<file path="src/rtl/mem_access_stage_if.sv">
// Bundle between the EX/MEM register, the data-memory port and the MEM/WB register.
// The master drives instructions and memory responses; the slave is the MEM stage itself.
interface mem_access_stage_if #(
   parameter int DATA_WIDTH = 64,
   parameter int RF_SIZE    = 5
);
   logic                    in_valid;
   logic                    in_ready;
   logic [DATA_WIDTH-1:0]   in_pc;
   logic [DATA_WIDTH-1:0]   in_pc_next;
   logic [DATA_WIDTH-1:0]   in_alu_result;
   logic [DATA_WIDTH-1:0]   in_store_data;
   logic [RF_SIZE-1:0]      in_rd;
   logic                    in_reg_wen;
   logic                    in_mem_ren;
   logic                    in_mem_wen;
   logic [2:0]              in_detail;

   logic                    mem_req_valid;
   logic                    mem_req_ready;
   logic [DATA_WIDTH-1:0]   mem_req_addr;
   logic                    mem_req_we;
   logic [DATA_WIDTH-1:0]   mem_req_wdata;
   logic [DATA_WIDTH/8-1:0] mem_req_wmask;
   logic                    mem_rsp_valid;
   logic [DATA_WIDTH-1:0]   mem_rsp_rdata;

   logic                    out_valid;
   logic [DATA_WIDTH-1:0]   out_pc;
   logic [DATA_WIDTH-1:0]   out_pc_next;
   logic [DATA_WIDTH-1:0]   out_wb_data;
   logic [RF_SIZE-1:0]      out_rd;
   logic                    out_reg_wen;
   logic                    out_misalign;

   modport master (
      output in_valid, in_pc, in_pc_next, in_alu_result, in_store_data, in_rd,
             in_reg_wen, in_mem_ren, in_mem_wen, in_detail,
             mem_req_ready, mem_rsp_valid, mem_rsp_rdata,
      input  in_ready, mem_req_valid, mem_req_addr, mem_req_we, mem_req_wdata, mem_req_wmask,
             out_valid, out_pc, out_pc_next, out_wb_data, out_rd, out_reg_wen, out_misalign
   );

   modport slave (
      input  in_valid, in_pc, in_pc_next, in_alu_result, in_store_data, in_rd,
             in_reg_wen, in_mem_ren, in_mem_wen, in_detail,
             mem_req_ready, mem_rsp_valid, mem_rsp_rdata,
      output in_ready, mem_req_valid, mem_req_addr, mem_req_we, mem_req_wdata, mem_req_wmask,
             out_valid, out_pc, out_pc_next, out_wb_data, out_rd, out_reg_wen, out_misalign
   );
endinterface

</file>
<file path="src/rtl/mem_access_stage.sv">
// Pipeline MEM stage: 1 cycle for ALU ops and misaligned accesses, multi-cycle for memory ops.
// in_ready is high only in IDLE; requests are held stable until mem_req_ready.
module mem_access_stage #(
   parameter int DATA_WIDTH = 64,
   parameter int RF_SIZE    = 5
) (
   input  logic              clk,
   input  logic              rst,
   mem_access_stage_if.slave bus
);
   localparam int NBYTES = DATA_WIDTH / 8;

   typedef enum logic [1:0] {IDLE, REQ, RESP} state_t;

   state_t                state_q;
   logic [DATA_WIDTH-1:0] pc_q, pc_next_q, addr_q, wdata_q;
   logic [NBYTES-1:0]     wmask_q;
   logic [RF_SIZE-1:0]    rd_q;
   logic                  reg_wen_q, store_q;
   logic [2:0]            detail_q;

   logic                  out_valid_q, out_reg_wen_q, out_misalign_q;
   logic [DATA_WIDTH-1:0] out_pc_q, out_pc_next_q, out_wb_data_q;
   logic [RF_SIZE-1:0]    out_rd_q;

   logic                  is_mem_d, misalign_d;
   logic [NBYTES-1:0]     wmask_d;
   logic [DATA_WIDTH-1:0] wdata_d, load_d;

   function automatic logic [DATA_WIDTH-1:0] load_extract(input logic [DATA_WIDTH-1:0] rdata,
                                                          input logic [2:0] off,
                                                          input logic [2:0] detail);
      logic [DATA_WIDTH-1:0] sh;
      logic [DATA_WIDTH-1:0] res;
      sh = rdata >> {off, 3'b000};
      case (detail[1:0])
         2'd0:    res = detail[2] ? {{(DATA_WIDTH-8){1'b0}}, sh[7:0]}
                                  : {{(DATA_WIDTH-8){sh[7]}}, sh[7:0]};
         2'd1:    res = detail[2] ? {{(DATA_WIDTH-16){1'b0}}, sh[15:0]}
                                  : {{(DATA_WIDTH-16){sh[15]}}, sh[15:0]};
         2'd2:    res = detail[2] ? {{(DATA_WIDTH-32){1'b0}}, sh[31:0]}
                                  : {{(DATA_WIDTH-32){sh[31]}}, sh[31:0]};
         default: res = sh;
      endcase
      return res;
   endfunction

   always_comb begin
      is_mem_d = bus.in_mem_ren | bus.in_mem_wen;
      case (bus.in_detail[1:0])
         2'd0:    begin misalign_d = 1'b0;                           wmask_d = NBYTES'(8'h01); end
         2'd1:    begin misalign_d = bus.in_alu_result[0];           wmask_d = NBYTES'(8'h03); end
         2'd2:    begin misalign_d = |bus.in_alu_result[1:0];        wmask_d = NBYTES'(8'h0F); end
         default: begin misalign_d = |bus.in_alu_result[2:0];        wmask_d = NBYTES'(8'hFF); end
      endcase
      wmask_d = wmask_d << bus.in_alu_result[2:0];
      wdata_d = bus.in_store_data << {bus.in_alu_result[2:0], 3'b000};
      load_d  = load_extract(bus.mem_rsp_rdata, addr_q[2:0], detail_q);
   end

   always_ff @(posedge clk) begin
      if (rst) begin
         state_q        <= IDLE;
         pc_q           <= '0;
         pc_next_q      <= '0;
         addr_q         <= '0;
         wdata_q        <= '0;
         wmask_q        <= '0;
         rd_q           <= '0;
         reg_wen_q      <= 1'b0;
         store_q        <= 1'b0;
         detail_q       <= '0;
         out_valid_q    <= 1'b0;
         out_pc_q       <= '0;
         out_pc_next_q  <= '0;
         out_wb_data_q  <= '0;
         out_rd_q       <= '0;
         out_reg_wen_q  <= 1'b0;
         out_misalign_q <= 1'b0;
      end else begin
         out_valid_q <= 1'b0;
         case (state_q)
            IDLE: if (bus.in_valid) begin
               pc_q      <= bus.in_pc;
               pc_next_q <= bus.in_pc_next;
               addr_q    <= bus.in_alu_result;
               wdata_q   <= wdata_d;
               wmask_q   <= wmask_d;
               rd_q      <= bus.in_rd;
               reg_wen_q <= bus.in_reg_wen;
               store_q   <= bus.in_mem_wen;
               detail_q  <= bus.in_detail;
               // Misaligned memory ops retire immediately with writeback suppressed.
               if (!is_mem_d || misalign_d) begin
                  out_valid_q    <= 1'b1;
                  out_pc_q       <= bus.in_pc;
                  out_pc_next_q  <= bus.in_pc_next;
                  out_wb_data_q  <= bus.in_alu_result;
                  out_reg_wen_q  <= bus.in_reg_wen & ~is_mem_d;
                  out_rd_q       <= (bus.in_reg_wen && !is_mem_d) ? bus.in_rd : '0;
                  out_misalign_q <= is_mem_d;
               end else begin
                  state_q <= REQ;
               end
            end
            REQ: if (bus.mem_req_ready) begin
               if (store_q) begin
                  out_valid_q    <= 1'b1;
                  out_pc_q       <= pc_q;
                  out_pc_next_q  <= pc_next_q;
                  out_wb_data_q  <= addr_q;
                  out_reg_wen_q  <= 1'b0;
                  out_rd_q       <= '0;
                  out_misalign_q <= 1'b0;
                  state_q        <= IDLE;
               end else begin
                  state_q <= RESP;
               end
            end
            RESP: if (bus.mem_rsp_valid) begin
               out_valid_q    <= 1'b1;
               out_pc_q       <= pc_q;
               out_pc_next_q  <= pc_next_q;
               out_wb_data_q  <= load_d;
               out_reg_wen_q  <= reg_wen_q;
               out_rd_q       <= reg_wen_q ? rd_q : '0;
               out_misalign_q <= 1'b0;
               state_q        <= IDLE;
            end
            default: state_q <= IDLE;
         endcase
      end
   end

   assign bus.in_ready      = (state_q == IDLE);
   assign bus.mem_req_valid = (state_q == REQ) && !rst;
   assign bus.mem_req_addr  = {addr_q[DATA_WIDTH-1:3], 3'b000};
   assign bus.mem_req_we    = store_q;
   assign bus.mem_req_wdata = wdata_q;
   assign bus.mem_req_wmask = wmask_q;
   assign bus.out_valid     = out_valid_q;
   assign bus.out_pc        = out_pc_q;
   assign bus.out_pc_next   = out_pc_next_q;
   assign bus.out_wb_data   = out_wb_data_q;
   assign bus.out_rd        = out_rd_q;
   assign bus.out_reg_wen   = out_reg_wen_q;
   assign bus.out_misalign  = out_misalign_q;
endmodule

</file>
<file path="src/flat_wrapper.sv">
// flat-port wrapper written by rule: the top's interface ports become plain ports
module mem_access_stage_flat 
#(
   parameter int DATA_WIDTH = 64,
   parameter int RF_SIZE    = 5
)
  (clk, rst, bus_in_valid, bus_in_pc, bus_in_pc_next, bus_in_alu_result, bus_in_store_data, bus_in_rd, bus_in_reg_wen, bus_in_mem_ren, bus_in_mem_wen, bus_in_detail, bus_mem_req_ready, bus_mem_rsp_valid, bus_mem_rsp_rdata, bus_in_ready, bus_mem_req_valid, bus_mem_req_addr, bus_mem_req_we, bus_mem_req_wdata, bus_mem_req_wmask, bus_out_valid, bus_out_pc, bus_out_pc_next, bus_out_wb_data, bus_out_rd, bus_out_reg_wen, bus_out_misalign);
  mem_access_stage_if #(.DATA_WIDTH(DATA_WIDTH), .RF_SIZE(RF_SIZE)) bus_i ();
  input  logic clk;
  input  logic rst;
  input wire logic [$bits(bus_i.in_valid)-1:0] bus_in_valid;
  input wire logic [$bits(bus_i.in_pc)-1:0] bus_in_pc;
  input wire logic [$bits(bus_i.in_pc_next)-1:0] bus_in_pc_next;
  input wire logic [$bits(bus_i.in_alu_result)-1:0] bus_in_alu_result;
  input wire logic [$bits(bus_i.in_store_data)-1:0] bus_in_store_data;
  input wire logic [$bits(bus_i.in_rd)-1:0] bus_in_rd;
  input wire logic [$bits(bus_i.in_reg_wen)-1:0] bus_in_reg_wen;
  input wire logic [$bits(bus_i.in_mem_ren)-1:0] bus_in_mem_ren;
  input wire logic [$bits(bus_i.in_mem_wen)-1:0] bus_in_mem_wen;
  input wire logic [$bits(bus_i.in_detail)-1:0] bus_in_detail;
  input wire logic [$bits(bus_i.mem_req_ready)-1:0] bus_mem_req_ready;
  input wire logic [$bits(bus_i.mem_rsp_valid)-1:0] bus_mem_rsp_valid;
  input wire logic [$bits(bus_i.mem_rsp_rdata)-1:0] bus_mem_rsp_rdata;
  output wire logic [$bits(bus_i.in_ready)-1:0] bus_in_ready;
  output wire logic [$bits(bus_i.mem_req_valid)-1:0] bus_mem_req_valid;
  output wire logic [$bits(bus_i.mem_req_addr)-1:0] bus_mem_req_addr;
  output wire logic [$bits(bus_i.mem_req_we)-1:0] bus_mem_req_we;
  output wire logic [$bits(bus_i.mem_req_wdata)-1:0] bus_mem_req_wdata;
  output wire logic [$bits(bus_i.mem_req_wmask)-1:0] bus_mem_req_wmask;
  output wire logic [$bits(bus_i.out_valid)-1:0] bus_out_valid;
  output wire logic [$bits(bus_i.out_pc)-1:0] bus_out_pc;
  output wire logic [$bits(bus_i.out_pc_next)-1:0] bus_out_pc_next;
  output wire logic [$bits(bus_i.out_wb_data)-1:0] bus_out_wb_data;
  output wire logic [$bits(bus_i.out_rd)-1:0] bus_out_rd;
  output wire logic [$bits(bus_i.out_reg_wen)-1:0] bus_out_reg_wen;
  output wire logic [$bits(bus_i.out_misalign)-1:0] bus_out_misalign;
  assign bus_i.in_valid = bus_in_valid;
  assign bus_i.in_pc = bus_in_pc;
  assign bus_i.in_pc_next = bus_in_pc_next;
  assign bus_i.in_alu_result = bus_in_alu_result;
  assign bus_i.in_store_data = bus_in_store_data;
  assign bus_i.in_rd = bus_in_rd;
  assign bus_i.in_reg_wen = bus_in_reg_wen;
  assign bus_i.in_mem_ren = bus_in_mem_ren;
  assign bus_i.in_mem_wen = bus_in_mem_wen;
  assign bus_i.in_detail = bus_in_detail;
  assign bus_i.mem_req_ready = bus_mem_req_ready;
  assign bus_i.mem_rsp_valid = bus_mem_rsp_valid;
  assign bus_i.mem_rsp_rdata = bus_mem_rsp_rdata;
  assign bus_in_ready = bus_i.in_ready;
  assign bus_mem_req_valid = bus_i.mem_req_valid;
  assign bus_mem_req_addr = bus_i.mem_req_addr;
  assign bus_mem_req_we = bus_i.mem_req_we;
  assign bus_mem_req_wdata = bus_i.mem_req_wdata;
  assign bus_mem_req_wmask = bus_i.mem_req_wmask;
  assign bus_out_valid = bus_i.out_valid;
  assign bus_out_pc = bus_i.out_pc;
  assign bus_out_pc_next = bus_i.out_pc_next;
  assign bus_out_wb_data = bus_i.out_wb_data;
  assign bus_out_rd = bus_i.out_rd;
  assign bus_out_reg_wen = bus_i.out_reg_wen;
  assign bus_out_misalign = bus_i.out_misalign;
  mem_access_stage #(.DATA_WIDTH(DATA_WIDTH), .RF_SIZE(RF_SIZE)) u_core (.clk(clk), .rst(rst), .bus(bus_i));
endmodule
</file>
<file path="config.mk">
export PLATFORM = sky130hd
export DESIGN_NAME = mem_access_stage_flat
export DESIGN_NICKNAME = d
export VERILOG_FILES = /design/src/rtl/mem_access_stage_if.sv /design/src/rtl/mem_access_stage.sv /design/src/flat_wrapper.sv
export SDC_FILE = /design/constraint.sdc
export NUM_CORES = 1
export LEC_CHECK = 0
export ABC_AREA = 1
export CORE_AREA = 2 2 261 263
export CTS_CLUSTER_DIAMETER = 100
export CTS_CLUSTER_SIZE = 8
export DETAILED_ROUTE_END_ITERATION = 10
export DIE_AREA = 0 0 263 265
export GPL_TIMING_DRIVEN = 0
export PLACE_DENSITY = 0.72
export SYNTH_ARGS = -nofsm -noshare
export SYNTH_HDL_FRONTEND = slang
export SYNTH_SLANG_ARGS = --single-unit
</file>
<file path="constraint.sdc">
create_clock -name clk -period 2.3 [get_ports clk]
set_input_delay 0.46 -clock clk [delete_from_list [all_inputs] [get_ports clk]]
set_output_delay 0.46 -clock clk [all_outputs]
set_load 0.1 [all_outputs]
</file>
==> metrics.log <==
[metrics] Max Freq: 437.2 MHz
[metrics] die outline area: 0.06970 mm²
[metrics] Post-Synth Simple-Gate Area: 30.05%
[metrics] post-synthesis register bit count: 476
[metrics] FILL cells: 6685
[metrics] critical-path maximum fanout: 10
[metrics] total I/O pin count: 675
[metrics] startpoint kind of the worst setup timing path: flip-flop
[metrics] share of layout cells above drive strength 1: 15.70%
[metrics] RSZ-0062 raised after global routing: true
[metrics] cell type contributing the most total cell area after synthesis: sky130_fd_sc_hd__dfxtp_1
[metrics] reported leakage power: 0.01477 µW
[metrics] Post-Route WL: 123.6 mm
[metrics] register clock-pin slew on the reported worst setup and hold paths: 0.05 ns
[metrics] run status: finished clean
[metrics] FF/Latch Area: 0.009532 mm²
[metrics] number of antenna violations at the first check in global routing: 18
[metrics] largest cells by area after synthesis: sky130_fd_sc_hd__dfxtp_1 39%, sky130_fd_sc_hd__nand2_1 14%, sky130_fd_sc_hd__nor2_1 11%
[metrics] number of setup violations in the final report: 0
[metrics] Post-synth EDFFs: 0
[metrics] largest net degree at the start of global routing: 13
[metrics] placed instance count: 5187
[metrics] most common flop cell mapped by yosys: sky130_fd_sc_hd__dfxtp_1
[metrics] total negative setup slack: 0 ns
[metrics] DP Area: 0.03197 mm²
[metrics] sequential fraction of the synthesis area: 39.47%
[metrics] H-Tree Depth: 3
[metrics] CTS root buffer: sky130_fd_sc_hd__clkbuf_16
[metrics] number of nets at the end of the flow: 4729
[metrics] synthesis warning total: 0
[metrics] number of distinct library cell variants in the gate-level netlist after synthesis: 44
[metrics] Worst Tran Pin Value: 1.011 ns
[metrics] horizontal die dimension: 263 µm
[metrics] worst voltage drop across the vdd grid: 0.001095 V
[metrics] footprint of the multi-input gates: 0.01232 mm²
[metrics] minimum setup slack in the final design: 0.01263 ns
[metrics] final instance area: 0.03424 mm²
[metrics] number of buffers inserted by port buffering: 671
[metrics] GP Congestion: 1.003
[metrics] cell area after synthesis: 0.02414 mm²
[metrics] HPWL reported at the end of detailed placement: 95.74 mm
[metrics] number of standard-cell rows in the floorplan: 95
[metrics] final number of hold-violating endpoints: 0
[metrics] Chip Height: 265 µm
[metrics] area share of the largest cell type after synthesis: 39.47%
[metrics] Slew headroom: 32.83%
[metrics] crit path capture type: flip-flop
[metrics] layout overhead on the synthesized area: 41.82%
[metrics] post-synthesis compound-gate area fraction: 19.87%
[metrics] number of global-route vias before repair: 26820
[metrics] worst setup slack before clock tree synthesis: -1.938 ns
[metrics] area share of fa/ha/maj cells after synthesis: 0.2073%
[metrics] most common cell in the netlist: sky130_fd_sc_hd__nand2_1
[metrics] share of the cycle needed by the critical path after routing: 99.45%
[metrics] top cells by instance count after synthesis: 930 x sky130_fd_sc_hd__nand2_1, 702 x sky130_fd_sc_hd__nor2_1, 476 x sky130_fd_sc_hd__dfxtp_1
[metrics] number of optimization iterations in the first detailed-route pass: 7
[metrics] total of max-cap violations: 0
[metrics] wire length of the first global-routing pass: 177.9 mm
[metrics] sum of overflow across all layers after global routing: 0
[metrics] worst hold path class: input port to flip-flop
[metrics] clock tree from TritonCTS: yes
[metrics] Final Max Tran Viols: 0
[metrics] endpoint required time on the critical path: 2.81 ns
[metrics] fin crit period: 2.287 ns
[metrics] clk_lat worst skew: 0.64 ns
[metrics] total clock sinks: 476
[metrics] DRT iter0 DRCs: 2543
[metrics] GRT Overall Usage: 34.21%
[metrics] Vias: 28040
[metrics] type of the worst setup path: flip-flop to flip-flop
[metrics] Setup Skew: 0.04296 ns
[metrics] maximum count of clock buffers along a single path: 3
[metrics] combinational family with the most area after synthesis: simple AND/OR/NAND/NOR gates
[metrics] Mean Syn Cell Area: 6.631 µm²
[metrics] share of flip-flops with an asynchronous set or reset after synthesis: 0%
[metrics] DRC violations left: 0
[metrics] count of placed standard cells in the final layout, fillers left out: 5281
[metrics] multiplexer share of the synthesized area: 0.5804%
[metrics] total clock buffers created by CTS: 69
[metrics] post-detailed-route via-to-cell ratio: 5.310
[metrics] critical path arrival: 2.80 ns
[metrics] count of mapped cells out of synthesis: 3641
[metrics] Post-Synth XOR/XNOR Area: 0%
[metrics] average wire per cell in the routed design: 23.40 µm
[metrics] antenna violation net count after detailed routing: 0
[metrics] Core Box Area: 0.06680 mm²
[metrics] number of hold buffers added after cts: 0
[metrics] starting utilization of the core area: 36.14%
[metrics] power per cell area: 1716 mW/mm²
-- critical path, cell delays in order (launching register included) --
cell and delay [ns]:
sky130_fd_sc_hd__dfxtp_1 0.35, sky130_fd_sc_hd__buf_6 0.15, sky130_fd_sc_hd__inv_4 0.05, sky130_fd_sc_hd__buf_12 0.13
sky130_fd_sc_hd__buf_8 0.15, sky130_fd_sc_hd__nand2_1 0.06, sky130_fd_sc_hd__nand2_1 0.14, sky130_fd_sc_hd__o21ai_0 0.52
sky130_fd_sc_hd__nand2_1 0.10, sky130_fd_sc_hd__nand2_1 0.10, sky130_fd_sc_hd__o21ai_0 0.10, sky130_fd_sc_hd__nand2_1 0.10
sky130_fd_sc_hd__nand2_1 0.05, sky130_fd_sc_hd__a21oi_1 0.12, sky130_fd_sc_hd__nor2_1 0.05
-- placed cells by master, fill, tap and decap left out, types with 12 or more instances in the layout --
cell | synthesis | final
sky130_fd_sc_hd__buf_2 | 53 | 54
sky130_fd_sc_hd__clkdlybuf4s50_1 | 0 | 334
sky130_fd_sc_hd__clkdlybuf4s15_2 | 0 | 203
sky130_fd_sc_hd__dlygate4sd2_1 | 0 | 12
sky130_fd_sc_hd__o21ai_0 | 431 | 406
sky130_fd_sc_hd__o211ai_1 | 37 | 37
sky130_fd_sc_hd__nor2_1 | 702 | 700
sky130_fd_sc_hd__o21ai_2 | 33 | 38
sky130_fd_sc_hd__inv_1 | 88 | 86
sky130_fd_sc_hd__a21oi_1 | 217 | 217
sky130_fd_sc_hd__nand3_1 | 130 | 128
sky130_fd_sc_hd__clkbuf_2 | 1 | 74
sky130_fd_sc_hd__nand2_1 | 930 | 929
sky130_fd_sc_hd__buf_6 | 28 | 28
sky130_fd_sc_hd__mux2i_1 | 14 | 14
sky130_fd_sc_hd__a22oi_1 | 18 | 18
sky130_fd_sc_hd__dfxtp_1 | 476 | 474
sky130_fd_sc_hd__a21oi_2 | 31 | 31
sky130_fd_sc_hd__or2_2 | 40 | 40
sky130_fd_sc_hd__clkdlybuf4s15_1 | 0 | 87
sky130_fd_sc_hd__clkbuf_1 | 170 | 121
sky130_fd_sc_hd__buf_4 | 75 | 79
sky130_fd_sc_hd__diode_2 | 0 | 12
sky130_fd_sc_hd__o21ai_1 | 72 | 92
sky130_fd_sc_hd__clkbuf_16 | 0 | 70
-- final cells by class --
type	instances	area share [%]
Buffer	347	6.102
Clock buffer	70	5.053
Clock inverter	8	0.5298
Multi-Input combinational cell	2718	35.97
Timing Repair Buffer	676	20.07
Tap cell	873	3.190
Antenna cell	12	0.08769
Sequential cell	476	27.84
Inverter	101	1.158
-- logic make-up after synthesis --
family / count (synthesis)
multiplexers: 14
buffers and inverters: 449
AO/OA/AOI/OAI: 868
other: 1
adder cells (fa/ha/maj): 4
flip-flops: 476
AND/OR/NAND/NOR: 1829
-- routing by layer --
layer	global-route usage, %	routed length (µm)	up-vias
met4	17.41	6585	14
met5	0	97	-
met1	41.41	49490	13210
met3	8.212	10040	309
li1	-	-	13220
met2	56.64	57370	1289
-- power breakdown --
part / switching, µW / internal (µW) / total [µW] / leakage [µW]
clock: 4000 / 5400 / 9400 / 0.000928
sequential: 1560 / 10700 / 12300 / 0.00394
combinational: 27800 / 9220 / 37100 / 0.00991
total: 33400 / 25400 / 58800 / 0.0148
-- state kept, by name, summed over array words and instances (netlist names), 8 cells and up --
| name | cells |
|---|---|
| u_core.addr_q | 64 |
| u_core.bus.mem_req_wdata | 64 |
| u_core.bus.mem_req_wmask | 8 |
| u_core.bus.out_pc | 64 |
| u_core.bus.out_pc_next | 64 |
| u_core.bus.out_wb_data | 64 |
| u_core.pc_next_q | 64 |
| u_core.pc_q | 64 |
-- per-stage QoR --
step / total power, µW / util (%) / hold WS [ns]
after floorplan: 38210 / - / 0.4297
after global placement: 48850 / 47.85 / 0.4437
after detailed placement: 49090 / 47.85 / 0.4474
after CTS: 58140 / 51.13 / 0.3698
after global routing: 61660 / 51.25 / 0.3880
final: 58760 / 51.26 / 0.3925
-- path summary, 6_finish.rpt --
kind | end | depth (start not counted) | startpoint | slack (ns)
setup / recovery | u_core.bus.out_wb_data[11] | 14 | u_core.addr_q[0] | 0.01
hold / removal | u_core.pc_q[63] | 3 | bus_in_pc[63] | 0.39
setup reg to reg | u_core.bus.out_wb_data[11] | 14 | u_core.addr_q[0] | 0.01
hold reg to reg | u_core.rd_q[3] | 2 | u_core.rd_q[3] | 0.46
-- what timing repair did --
action                                  CTS  global route
setup buffers                             1             3
gates cloned                              0             1
endpoints found under the setup margin  796           426
endpoints found under the hold margin     0             0
pin swaps                                 1             3
resized for setup                       888           171
No activity file was read; power rests on OpenSTA's default activity.
